`src/rtl/ysyx_210544_csru_pkg.sv`:
```
// Shared CSR addresses, trap cause codes and trap-sequencer state encoding.
// Optional timer interrupt path is enabled with YSYX_210544_CSR_TIMER_IRQ_EN.
package ysyx_210544_csru_pkg;

  localparam logic [11:0] CSR_MSTATUS  = 12'h300;
  localparam logic [11:0] CSR_MIE      = 12'h304;
  localparam logic [11:0] CSR_MTVEC    = 12'h305;
  localparam logic [11:0] CSR_MSCRATCH = 12'h340;
  localparam logic [11:0] CSR_MEPC     = 12'h341;
  localparam logic [11:0] CSR_MCAUSE   = 12'h342;
  localparam logic [11:0] CSR_MIP      = 12'h344;
  localparam logic [11:0] CSR_MCYCLE   = 12'hB00;
  localparam logic [11:0] CSR_MINSTRET = 12'hB02;
  localparam logic [11:0] CSR_MHARTID  = 12'hF14;

  localparam logic [63:0] MCAUSE_ECALL_M = 64'd11;
  localparam logic [63:0] MCAUSE_MTIMER  = 64'h8000_0000_0000_0007;

  typedef enum logic [1:0] {
    ST_IDLE = 2'd0,
    ST_TRAP = 2'd1,
    ST_JUMP = 2'd2,
    ST_RET  = 2'd3
  } csr_state_e;

  // MPP is hardwired to M-mode on read; XS/FS are held 0 so SD is always 0.
  function automatic logic [63:0] mstatus_view(input logic mie, input logic mpie);
    logic [63:0] v;
    v        = 64'h0;
    v[12:11] = 2'b11;
    v[7]     = mpie;
    v[3]     = mie;
    return v;
  endfunction

endpackage

```
`src/rtl/ysyx_210544_csr_cnt64.sv`:
```
// 64-bit free counter with load priority over increment (mcycle/minstret).
// Latency: load or increment visible one cycle after the edge; no backpressure.
// Load value lands exactly; increment resumes on the following cycle.
module ysyx_210544_csr_cnt64 (
  input  logic        clk,
  input  logic        rst_n,
  input  logic        load,
  input  logic [63:0] load_val,
  input  logic        inc,
  output logic [63:0] cnt
);

  always_ff @(posedge clk or negedge rst_n) begin
    if (!rst_n) begin
      cnt <= 64'h0;
    end else if (load) begin
      cnt <= load_val;
    end else if (inc) begin
      cnt <= cnt + 64'd1;
    end
  end

endmodule

```
`src/rtl/ysyx_210544_csru.sv`:
```
// M-mode CSR file and ecall/mret/irq trap sequencer; reads combinational, writes at next edge.
// Holds the pipeline via o_busy while sequencing (2 cycles trap, 1 cycle mret); YSYX_210544_CSR_TIMER_IRQ_EN adds timer irq.
module ysyx_210544_csru
  import ysyx_210544_csru_pkg::*;
#(
  parameter logic [63:0] MTVEC_RST = 64'h0,
  parameter logic [63:0] MHARTID   = 64'h0
) (
  input  logic        clk,
  input  logic        rst_n,
  input  logic [11:0] i_csr_addr,
  input  logic        i_csr_ren,
  input  logic        i_csr_wen,
  input  logic [63:0] i_csr_wdata,
  output logic [63:0] o_csr_rdata,
  input  logic        i_instr_commit,
  input  logic [63:0] i_pc,
  input  logic        i_ecall,
  input  logic        i_mret,
  input  logic        i_clint_mtip,
  output logic        o_busy,
  output logic        o_pc_jmp,
  output logic [63:0] o_pc_jmpaddr
);

  csr_state_e  state;
  logic        mstatus_mie;
  logic        mstatus_mpie;
  logic [63:0] mie_r;
  logic [63:0] mtvec;
  logic [63:0] mscratch;
  logic [63:0] mepc;
  logic [63:0] mcause;
  logic [63:0] mcycle;
  logic [63:0] minstret;
  logic [63:0] mip_view;
  logic        irq;
  logic        wr_en;

  assign o_busy = (state != ST_IDLE);
  assign wr_en  = i_csr_wen & (state == ST_IDLE);

`ifdef YSYX_210544_CSR_TIMER_IRQ_EN
  assign irq      = mstatus_mie & mie_r[7] & i_clint_mtip;
  assign mip_view = {56'h0, i_clint_mtip, 7'h0};
`else
  logic unused_mtip;
  assign unused_mtip = i_clint_mtip;
  assign irq         = 1'b0;
  assign mip_view    = 64'h0;
`endif

  ysyx_210544_csr_cnt64 u_mcycle (
    .clk      (clk),
    .rst_n    (rst_n),
    .load     (wr_en && (i_csr_addr == CSR_MCYCLE)),
    .load_val (i_csr_wdata),
    .inc      (1'b1),
    .cnt      (mcycle)
  );

  ysyx_210544_csr_cnt64 u_minstret (
    .clk      (clk),
    .rst_n    (rst_n),
    .load     (wr_en && (i_csr_addr == CSR_MINSTRET)),
    .load_val (i_csr_wdata),
    .inc      (i_instr_commit),
    .cnt      (minstret)
  );

  always_comb begin
    o_csr_rdata = 64'h0;
    if (i_csr_ren) begin
      case (i_csr_addr)
        CSR_MSTATUS:  o_csr_rdata = mstatus_view(mstatus_mie, mstatus_mpie);
        CSR_MIE:      o_csr_rdata = mie_r;
        CSR_MTVEC:    o_csr_rdata = mtvec;
        CSR_MSCRATCH: o_csr_rdata = mscratch;
        CSR_MEPC:     o_csr_rdata = mepc;
        CSR_MCAUSE:   o_csr_rdata = mcause;
        CSR_MIP:      o_csr_rdata = mip_view;
        CSR_MCYCLE:   o_csr_rdata = mcycle;
        CSR_MINSTRET: o_csr_rdata = minstret;
        CSR_MHARTID:  o_csr_rdata = MHARTID;
        default:      o_csr_rdata = 64'h0;
      endcase
    end
  end

  // Trap updates are placed after the CSR write so they win on the same registers.
  always_ff @(posedge clk or negedge rst_n) begin
    if (!rst_n) begin
      state        <= ST_IDLE;
      mstatus_mie  <= 1'b0;
      mstatus_mpie <= 1'b0;
      mie_r        <= 64'h0;
      mtvec        <= MTVEC_RST;
      mscratch     <= 64'h0;
      mepc         <= 64'h0;
      mcause       <= 64'h0;
      o_pc_jmp     <= 1'b0;
      o_pc_jmpaddr <= 64'h0;
    end else begin
      o_pc_jmp <= 1'b0;
      if (wr_en) begin
        case (i_csr_addr)
          CSR_MSTATUS: begin
            mstatus_mie  <= i_csr_wdata[3];
            mstatus_mpie <= i_csr_wdata[7];
          end
          CSR_MIE:      mie_r    <= i_csr_wdata;
          CSR_MTVEC:    mtvec    <= i_csr_wdata;
          CSR_MSCRATCH: mscratch <= i_csr_wdata;
          CSR_MEPC:     mepc     <= {i_csr_wdata[63:2], 2'b00};
          CSR_MCAUSE:   mcause   <= i_csr_wdata;
          default: ;
        endcase
      end
      case (state)
        ST_IDLE: begin
          if (irq || i_ecall) begin
            state        <= ST_TRAP;
            mepc         <= i_pc;
            mcause       <= irq ? MCAUSE_MTIMER : MCAUSE_ECALL_M;
            mstatus_mpie <= mstatus_mie;
            mstatus_mie  <= 1'b0;
          end else if (i_mret) begin
            state        <= ST_RET;
            o_pc_jmp     <= 1'b1;
            o_pc_jmpaddr <= mepc;
            mstatus_mie  <= mstatus_mpie;
            mstatus_mpie <= 1'b1;
          end
        end
        ST_TRAP: begin
          state        <= ST_JUMP;
          o_pc_jmp     <= 1'b1;
          o_pc_jmpaddr <= {mtvec[63:2], 2'b00};
        end
        ST_JUMP: state <= ST_IDLE;
        ST_RET:  state <= ST_IDLE;
        default: state <= ST_IDLE;
      endcase
    end
  end

endmodule
```
`config.mk`:
```
export PLATFORM = sky130hd
export DESIGN_NAME = ysyx_210544_csru
export DESIGN_NICKNAME = d
export VERILOG_FILES = /design/src/rtl/ysyx_210544_csru_pkg.sv /design/src/rtl/ysyx_210544_csr_cnt64.sv /design/src/rtl/ysyx_210544_csru.sv
export SDC_FILE = /design/constraint.sdc
export NUM_CORES = 1
export LEC_CHECK = 0
export CAP_MARGIN = 20
export CORE_MARGIN = 8
export CORE_UTILIZATION = 35
export DETAILED_ROUTE_END_ITERATION = 8
export SYNTH_ARGS = -nofsm -noshare
export SYNTH_HDL_FRONTEND = slang
export SYNTH_HIERARCHICAL = 1
export SYNTH_SLANG_ARGS = --single-unit
```
`constraint.sdc`:
```
create_clock -name clk -period 3.8 [get_ports clk]
set_input_delay 0.76 -clock clk [delete_from_list [all_inputs] [get_ports clk]]
set_output_delay 0.76 -clock clk [all_outputs]
set_load 0.1 [all_outputs]
```
# Word-level counts from Yosys, hierarchy flattened
# Index checks and enable logic that the tools add are counted.
[totals]
reg_bits = 517
latch_bits = 0
ram_bits = 0
rom_bits = 0
in_bits = 148
output_inout_bits = 130
wordCells = 72
mem_count = 0
[op_classes]
add_sub_neg = 2
multipliers = 0
div_mod_pow = 0
magnitude_cmp = 0
n_eq_ne = 14
shifts = 0
muxes = 32
n_bitwise = 1
n_reduce_logical = 11
[op_table]
columns = ["cell", "n"]
rows = [
  ["64-bit two-way mux", 14],
  ["64-bit case mux with 8 select lines", 1],
  ["64-bit by 1-bit adder with 64-bit output, second input constant", 2],
  ["64-bit case mux with 2 select lines", 1],
  ["12-bit by 10-bit equality test with 1-bit output, second input constant", 6],
  ["12-bit equality test, second input constant", 2],
  ["1-bit two-way mux", 12],
  ["2-bit case mux with 3 select lines", 1],
  ["2-bit AND reduction", 3],
  ["2-bit nonzero test", 3],
  ["2-bit equality test, second input constant", 2],
  ["2-bit two-way mux", 2],
  ["2-bit != test, second input constant", 2],
  ["3-bit != test, second input constant", 1],
  ["3-bit AND reduction", 1],
  ["2-bit by 1-bit equality test with 1-bit output, second input constant", 1],
  ["1-bit logical AND", 2],
  ["2-bit logical NOT", 1],
  ["1-bit case mux with 2 select lines", 1],
  ["2-bit OR reduction", 1],
  ["1-bit AND", 1],
]

# Longest topological paths before layout
# Gate-level depths: netlist of run 1.
[logic_depth]
ltp_word = 6
mapped_depth = 9
mapped_depth_nobuf = 7

# Hierarchy
# The synthesis of run 1 kept the hierarchy.
[modules_own_cells]
columns = ["module", "instances", "cells_per_inst", "area_each_um2", "seq_area_each_um2"]
rows = [
  ["ysyx_210544_csru", 1, 1896, 19710.2, 9734.3],
  ["ysyx_210544_csr_cnt64 at u_minstret", 1, 422, 3748.6, 1601.5],
  ["ysyx_210544_csr_cnt64 at u_mcycle", 1, 421, 3714.8, 1601.5],
]

# Worst setup path before layout of run 1
# OpenSTA, ideal clock, no wires.
[synth_timing]
path_kind = "in2out"
from = "input i_csr_addr[1]"
to = "output o_csr_rdata[11]"
arrival_ns = 4.123
required_ns = 3.040
slack_ns = -1.083
path_stages = 7
n_path_buf = 2
path_cell_list = "buf_2 -> nor4b_1 -> clkbuf_1 -> nand2_1 -> o21ai_0 -> a22oi_1 -> a21boi_0"
[synth_via]
elab_chain_len = 3
elab_cells_between_ends = 10
cone_classes = "8 x eq/ne; 2 x mux"
[synth_rtl]
columns = ["item", "line", "source"]
rows = [
  ["start: declaration", "ysyx_210544_csru.sv:11", "input logic [11:0] i_csr_addr,"],
  ["12-bit equality test / 12-bit by 10-bit equality test with 1-bit output (equally long branches)", "ysyx_210544_csru.sv:74", "case (i_csr_addr)"],
  ["64-bit case mux with 8 select lines *", "ysyx_210544_csru.sv:74", ""],
  ["64-bit two-way mux *", "ysyx_210544_csru.sv:73", "if (i_csr_ren) begin"],
  ["end: declaration", "ysyx_210544_csru.sv:15", "output logic [63:0] o_csr_rdata,"],
]
# Mark *: on every way between the ends. The rest lies on a longest branch, timed or not.

# Worst setup path after layout of run 1
[layout_timing]
from = "input i_csr_addr[3]"
to = "output o_csr_rdata[54]"
# The elaborated chain is that of the path after synthesis.

==> summary.md, run 1 <==
| Metric | Value |
|---|---|
| First-pass GRT wire length | 132400 µm |
| Final setup skew | 0.03423 ns |
| Pleak | 14.41 nW |
| Initial cell density of the core | 35.19% |
| Max cap viols | 0 |
| Post-synth EDFFs | 0 |
| Yosys Warn Count | 6 |
| Die extent in x | 294.6 µm |
| Die Y-Extent | 294.6 µm |
| Drc violations | 0 |
| Die area | 0.08681 mm² |
| Pre-CTS WS | -0.03984 ns |
| Placed cell area | 0.03207 mm² |
| I/O pins | 278 |
| Detail Route Antenna Nets | 0 |
| Htree depth | 2 |
| Worst-path fanout max | 9 |
| Syn-to-layout area delta | 25.65% |
| Initial drt markers | 1335 |
| Async SR Flop Fraction | 100.0% |
| CTS Buffer Depth | 3 |
| CTS sink count | 517 |
| CTS buffer count | 58 |
| Core area | 0.07721 mm² |
| Netlist Area Pre-Place | 0.02717 mm² |
| Worst setup SP type | input port |
| Number of port buffers | 276 |
| Grt total ovfl | 0 |
| Routability cong. | 0.8303 |
| Via count | 21970 |
| Final period util | 98.61% |
| Worst-path clk slew | 0.05 ns |
| Register-to-register setup slack | 0.76 ns |
| CTS tree | built |
| Gr usage total | 19.23% |
| Synth unique cells | 68 |
| Root Driver | clkbuf_16 |
| Maximum vdd ir drop | 368.6 µV |
| Status | complete, no violations |
| Tmin final | 3.747 ns |
| DR WL/cell | 21.19 µm |
| Most frequent cells in the layout | dfrtp_1 (517), nand2_1 (425), mux2_2 (234) |
| Setup Total Neg Slack | 0 ns |
| Slew Limit Headroom | 28.43% |
| CP Capture Type | primary output |
| Final net count | 3119 |
| Syn avg cell area | 9.921 µm² |
| WP data required | 3.04 ns |
| Hold Vio Cnt, Final | 0 |
| Clk_lat worst skew | 0.63 ns |
| Fmax | 266.9 MHz |
| #FFs+latches synth | 517 |
| Largest net degree at the start of global routing | 88 |
| Top_reg_cell synth | dfrtp_1 |
| Path category of the worst min-delay check | in -> async |
| Worst Path Arrival | 2.99 ns |
| Fin area | 0.03414 mm² |
| Share of cells above drive strength 1 | 18.15% |
| Pwr/cell area | 512.3 mW/mm² |
| Final setup fails | 0 |
| Antenna violations before repair | 4 |
| Via density | 5.409 |
| Number of core rows | 102 |
| Final worst setup slack | 0.05273 ns |
| Crit Path Class | in -> out |
| HPWL Detailed | 59160 µm |
| Mapped Cells | 2739 |
| Cts hold-fix bufs | 0 |
| Slew @ Worst Pin | 1.070 ns |
| Seq/Total Area, Yosys | 47.61% |
| Total wire length | 86060 µm |
| 1st-pass router iterations | 5 |
| Commonest non-fill, non-tap cell in the layout | dfrtp_1 |
| Vias in the first global route | 21460 |
| Pins Over Slew Limit | 0 |
-- sequential cells by signal (all words and copies together) (netlist names) --
| signal | cells |
|---|---|
| mcause | 64 |
| mepc | 64 |
| mie_r | 64 |
| mscratch | 64 |
| mstatus_mie | 1 |
| mstatus_mpie | 1 |
| mtvec | 64 |
| o_pc_jmp | 1 |
| o_pc_jmpaddr | 64 |
| state | 2 |
| u_mcycle/cnt | 64 |
| u_minstret/cnt | 64 |
-- stage by stage --
step,power [mW],hold WS [ns],utilization (%),cells
floorplan,10.18,0.4621,-,2743
global placement,11.82,0.4800,41.54,3944
detailed placement,11.87,0.4852,41.54,3944
CTS,17.68,0.1679,44.12,4054
global route,18.27,0.2095,44.22,4062
finish,17.49,0.1789,44.22,4062
-- critical path, stage by stage --
cell and delay [ns]:
clkdlybuf4s50_1 0.53, buf_4 0.21, nor4b_2 0.44, buf_4 0.32, a21oi_1 0.11, o22ai_1 0.17
o21a_1 0.24, buf_12 0.20
-- cells in the mapped netlist (8+ instances only) --
| library cell | count | share of area, % |
|---|---|---|
| dfrtp_1 | 517 | 48 |
| nand2_1 | 426 | 5.9 |
| mux2_2 | 234 | 9.7 |
| nor2_1 | 219 | 3.0 |
| mux2i_1 | 208 | 7.7 |
| o21ai_0 | 145 | 2.7 |
| a31oi_1 | 119 | 2.7 |
| clkbuf_1 | 107 | 1.5 |
| a21oi_1 | 81 | 1.5 |
| o21a_1 | 64 | 1.8 |
| o22ai_1 | 62 | 1.4 |
| buf_2 | 59 | 1.1 |
| nand3_1 | 50 | 0.92 |
| a22oi_1 | 45 | 1.2 |
| nand4_1 | 44 | 1.0 |
| xor2_1 | 44 | 1.4 |
| o31ai_1 | 39 | 1.1 |
| or4_1 | 38 | 1.0 |
| and3_1 | 25 | 0.58 |
| inv_1 | 20 | 0.28 |
| xnor2_1 | 20 | 0.64 |
| or3_1 | 18 | 0.41 |
| and4_1 | 15 | 0.48 |
| buf_1 | 14 | 0.19 |
| and2_1 | 12 | 0.28 |
| buf_6 | 11 | 0.46 |
| mux2_1 | 9 | 0.37 |
| nand2b_1 | 9 | 0.21 |
| nor3_1 | 9 | 0.17 |
| o31a_1 | 8 | 0.26 |
-- cell families after synthesis --
family | synth area share (%)
compound gates | 12.99
flops | 47.61
buf+inv | 3.734
xor+xnor | 2.063
other cells | 0.01380
mux | 17.73
simple gates | 15.77
fa+ha+maj | 0.09207
-- final timing paths --
| path | endpoint | depth (start not counted) | start |
|---|---|---|---|
| worst max-delay path | o_csr_rdata[54] | 8 | i_csr_addr[3] |
| worst min register to register | mcause[3] | 2 | mcause[3] |
| worst min-delay path | mepc[16] | 1 | rst_n |
| max in group asynchronous | mtvec[42] | 2 | rst_n |
| min in group clk | mcause[3] | 2 | mcause[3] |
| worst max register to register | u_mcycle/cnt[55] | 5 | u_mcycle/cnt[8] |
-- power breakdown --
part	internal [mW]	total [mW]	switching, mW
clock network	3.33	5.76	2.42
registers	6.22	6.83	0.616
logic	1.37	4.90	3.53
-- per-layer routing --
metal	track usage, %	up-vias	wire length, µm
met2	30.66	522	40210
met5	0	-	0
li1	-	10310	-
met4	4.596	0	1464
met3	2.974	103	4282
met1	27.32	11030	40100
-- timing repair --
| item | CTS | global route |
|---|---|---|
| buffers inserted | 0 | 4 |
| endpoints found under the setup margin | 10 | 24 |
| resized for setup | 6 | 3 |
| gates cloned | 0 | 1 |
| pin swaps | 2 | 1 |
-- final cells by class --
class                      instances  area, µm²
fill                            7276      43070
tap                             1040       1301
clock buffer                      79       1690
clock inverter                    31      284.0
timing repair buffer             365       4482
inverter                          21      78.83
sequential                       517      12940
multi-input combinational       2006      13360
antenna                            3      7.507
Power figures use the tool's default switching activity.
==> run 2: changes to the inputs <==
CORE_MARGIN = 2   (was 8)
PLACE_DENSITY_LB_ADDON = 0.2   (was default)
==> summary.md, run 2 (synthesis results as in run 1) <==
| Metric | Value |
|---|---|
| Top Layer Used | met5 |
| Met3 WL | 4867 µm |
| Crit Path Class | in -> out |
| Detail Route Antenna Nets | 0 |
| Worst hold slack | 0.1975 ns |
| Worst-path fanout max | 10 |
| Slew @ Worst Pin | 1.083 ns |
| Total wire length | 92590 µm |
| Path category of the worst min-delay check | in -> async |
| CP Capture Type | primary output |
| Status | complete, no violations |
| Number of port buffers | 276 |
| Antenna violations before repair | 6 |
| Number of core rows | 102 |
| Worst-path clk slew | 0.06 ns |
| Fin area | 0.03422 mm² |
| Fmax | 267.4 MHz |
| Gr usage total | 23.03% |
| Pwr/cell area | 511.1 mW/mm² |
| Grt total ovfl | 0 |
| Cts hold-fix bufs | 0 |
| Core area | 0.07721 mm² |
| RSZ-0062 raised after global routing | yes |
| Final net count | 3130 |
| Largest net degree at the start of global routing | 126 |
| Vias in the first global route | 22920 |
| Drc violations | 0 |
| Tmin final | 3.740 ns |
| Via count | 22400 |
| Final period util | 98.43% |
| DR WL/cell | 22.78 µm |
| Initial drt markers | 1667 |
| Hold Vio Cnt, Final | 0 |
| Setup Total Neg Slack | 0 ns |
| Final core occ | 44.32% |
| Pleak | 14.41 nW |
| Die Y-Extent | 282.6 µm |
| Slew Limit Headroom | 27.59% |
| Pins Over Slew Limit | 0 |
| WP data required | 3.04 ns |
| Root Driver | clkbuf_16 |
| CTS sink count | 517 |
| Final setup skew | 0.02947 ns |
| Routability cong. | 0.8477 |
| Worst setup SP type | input port |
| Die extent in x | 282.6 µm |
| Clk_lat worst skew | 0.63 ns |
| Htree depth | 2 |
| Commonest non-fill, non-tap cell in the layout | dfrtp_1 |
| HPWL Detailed | 61170 µm |
| Design Power | 17.49 mW |
| CTS buffer count | 58 |
| Syn-to-layout area delta | 25.92% |
| Initial cell density of the core | 35.19% |
| Routed length on met1 | 38690 µm |
| Via density | 5.511 |
| First-pass GRT wire length | 140000 µm |
| 1st-pass router iterations | 5 |
| Final setup fails | 0 |
| Placed cell area | 0.03210 mm² |
| Met2 WL | 46010 µm |
| Die area | 0.07988 mm² |
| Share of cells above drive strength 1 | 18.57% |
| Most frequent cells in the layout | dfrtp_1 (517), nand2_1 (425), mux2_2 (234) |
| I/O pins | 278 |
| Maximum vdd ir drop | 349.3 µV |
| CTS tree | built |
| Max cap viols | 0 |
| Worst Path Arrival | 2.98 ns |
| CTS Buffer Depth | 3 |
## run 2: changes by cell type in the layout (fill, tap and decap cells not counted), sizes merged
cell	delta
buf	+14
bufbuf	+1
clkdlybuf4s50	-2
clkinv	-10
clkinvlp	+3
dlymetal6s2s	-1
inv	-3
## run 2: cell type report
| class | count | area [µm²] |
|---|---|---|
| timing repair buffer | 376 | 4523 |
| antenna | 3 | 7.507 |
| clock buffer | 80 | 1675 |
| multi-input combinational | 2006 | 13470 |
| inverter | 21 | 78.83 |
| sequential | 517 | 12940 |
| tap | 1040 | 1301 |
| fill | 7354 | 42990 |
| clock inverter | 21 | 220.2 |
## run 2: final timing paths
kind / from / endpoint / slack (ns) / cells after the start
max in group asynchronous: rst_n / mscratch[22] / 2.61 / 2
min reg2reg: mcause[3] / mcause[3] / 0.50 / 2
min in group clk: mcause[3] / mcause[3] / 0.50 / 2
min: rst_n / mtvec[56] / 0.20 / 1
max reg2reg: u_mcycle/cnt[8] / u_mcycle/cnt[62] / 0.82 / 5
max: i_csr_addr[3] / o_csr_rdata[12] / 0.06 / 9
## run 2: timing repair
item                       CTS  global route
gates resized for setup      4            21
hold endpoints to repair     0             0
pin swaps                    1             4
setup endpoints to repair   40            56
cloned                       1             0
buffers inserted             3             2
## run 2: metrics by stage
stage / setup WS (ns) / std cells
floorplan: 0.2412 / 2743
global placement: -0.2113 / 3954
detailed placement: -0.1421 / 3954
CTS: 0.01232 / 4059
global route: -0.02822 / 4063
finish: 0.05972 / 4064
## run 2: per-layer routing
layer | track usage [%] | vias to the layer above
met5 | 0 | -
met4 | 8.099 | 6
met3 | 3.717 | 152
met2 | 39.86 | 643
met1 | 29.05 | 11300
li1 | - | 10290
## run 2: worst max-delay path, cell delays in order
cell and delay (ns):
clkdlybuf4s50_1 0.52, buf_4 0.20, nor4b_2 0.37, buf_6 0.26, buf_12 0.18, a21oi_1 0.08
o221ai_1 0.19, and2_1 0.22, buf_12 0.19
## run 2: power by group
group          switching (mW)  internal [mW]  total [mW]
Clock                    2.37           3.27        5.64
Sequential              0.615           6.22        6.83
Combinational            3.61           1.40        5.01
Total                    6.60           10.9        17.5
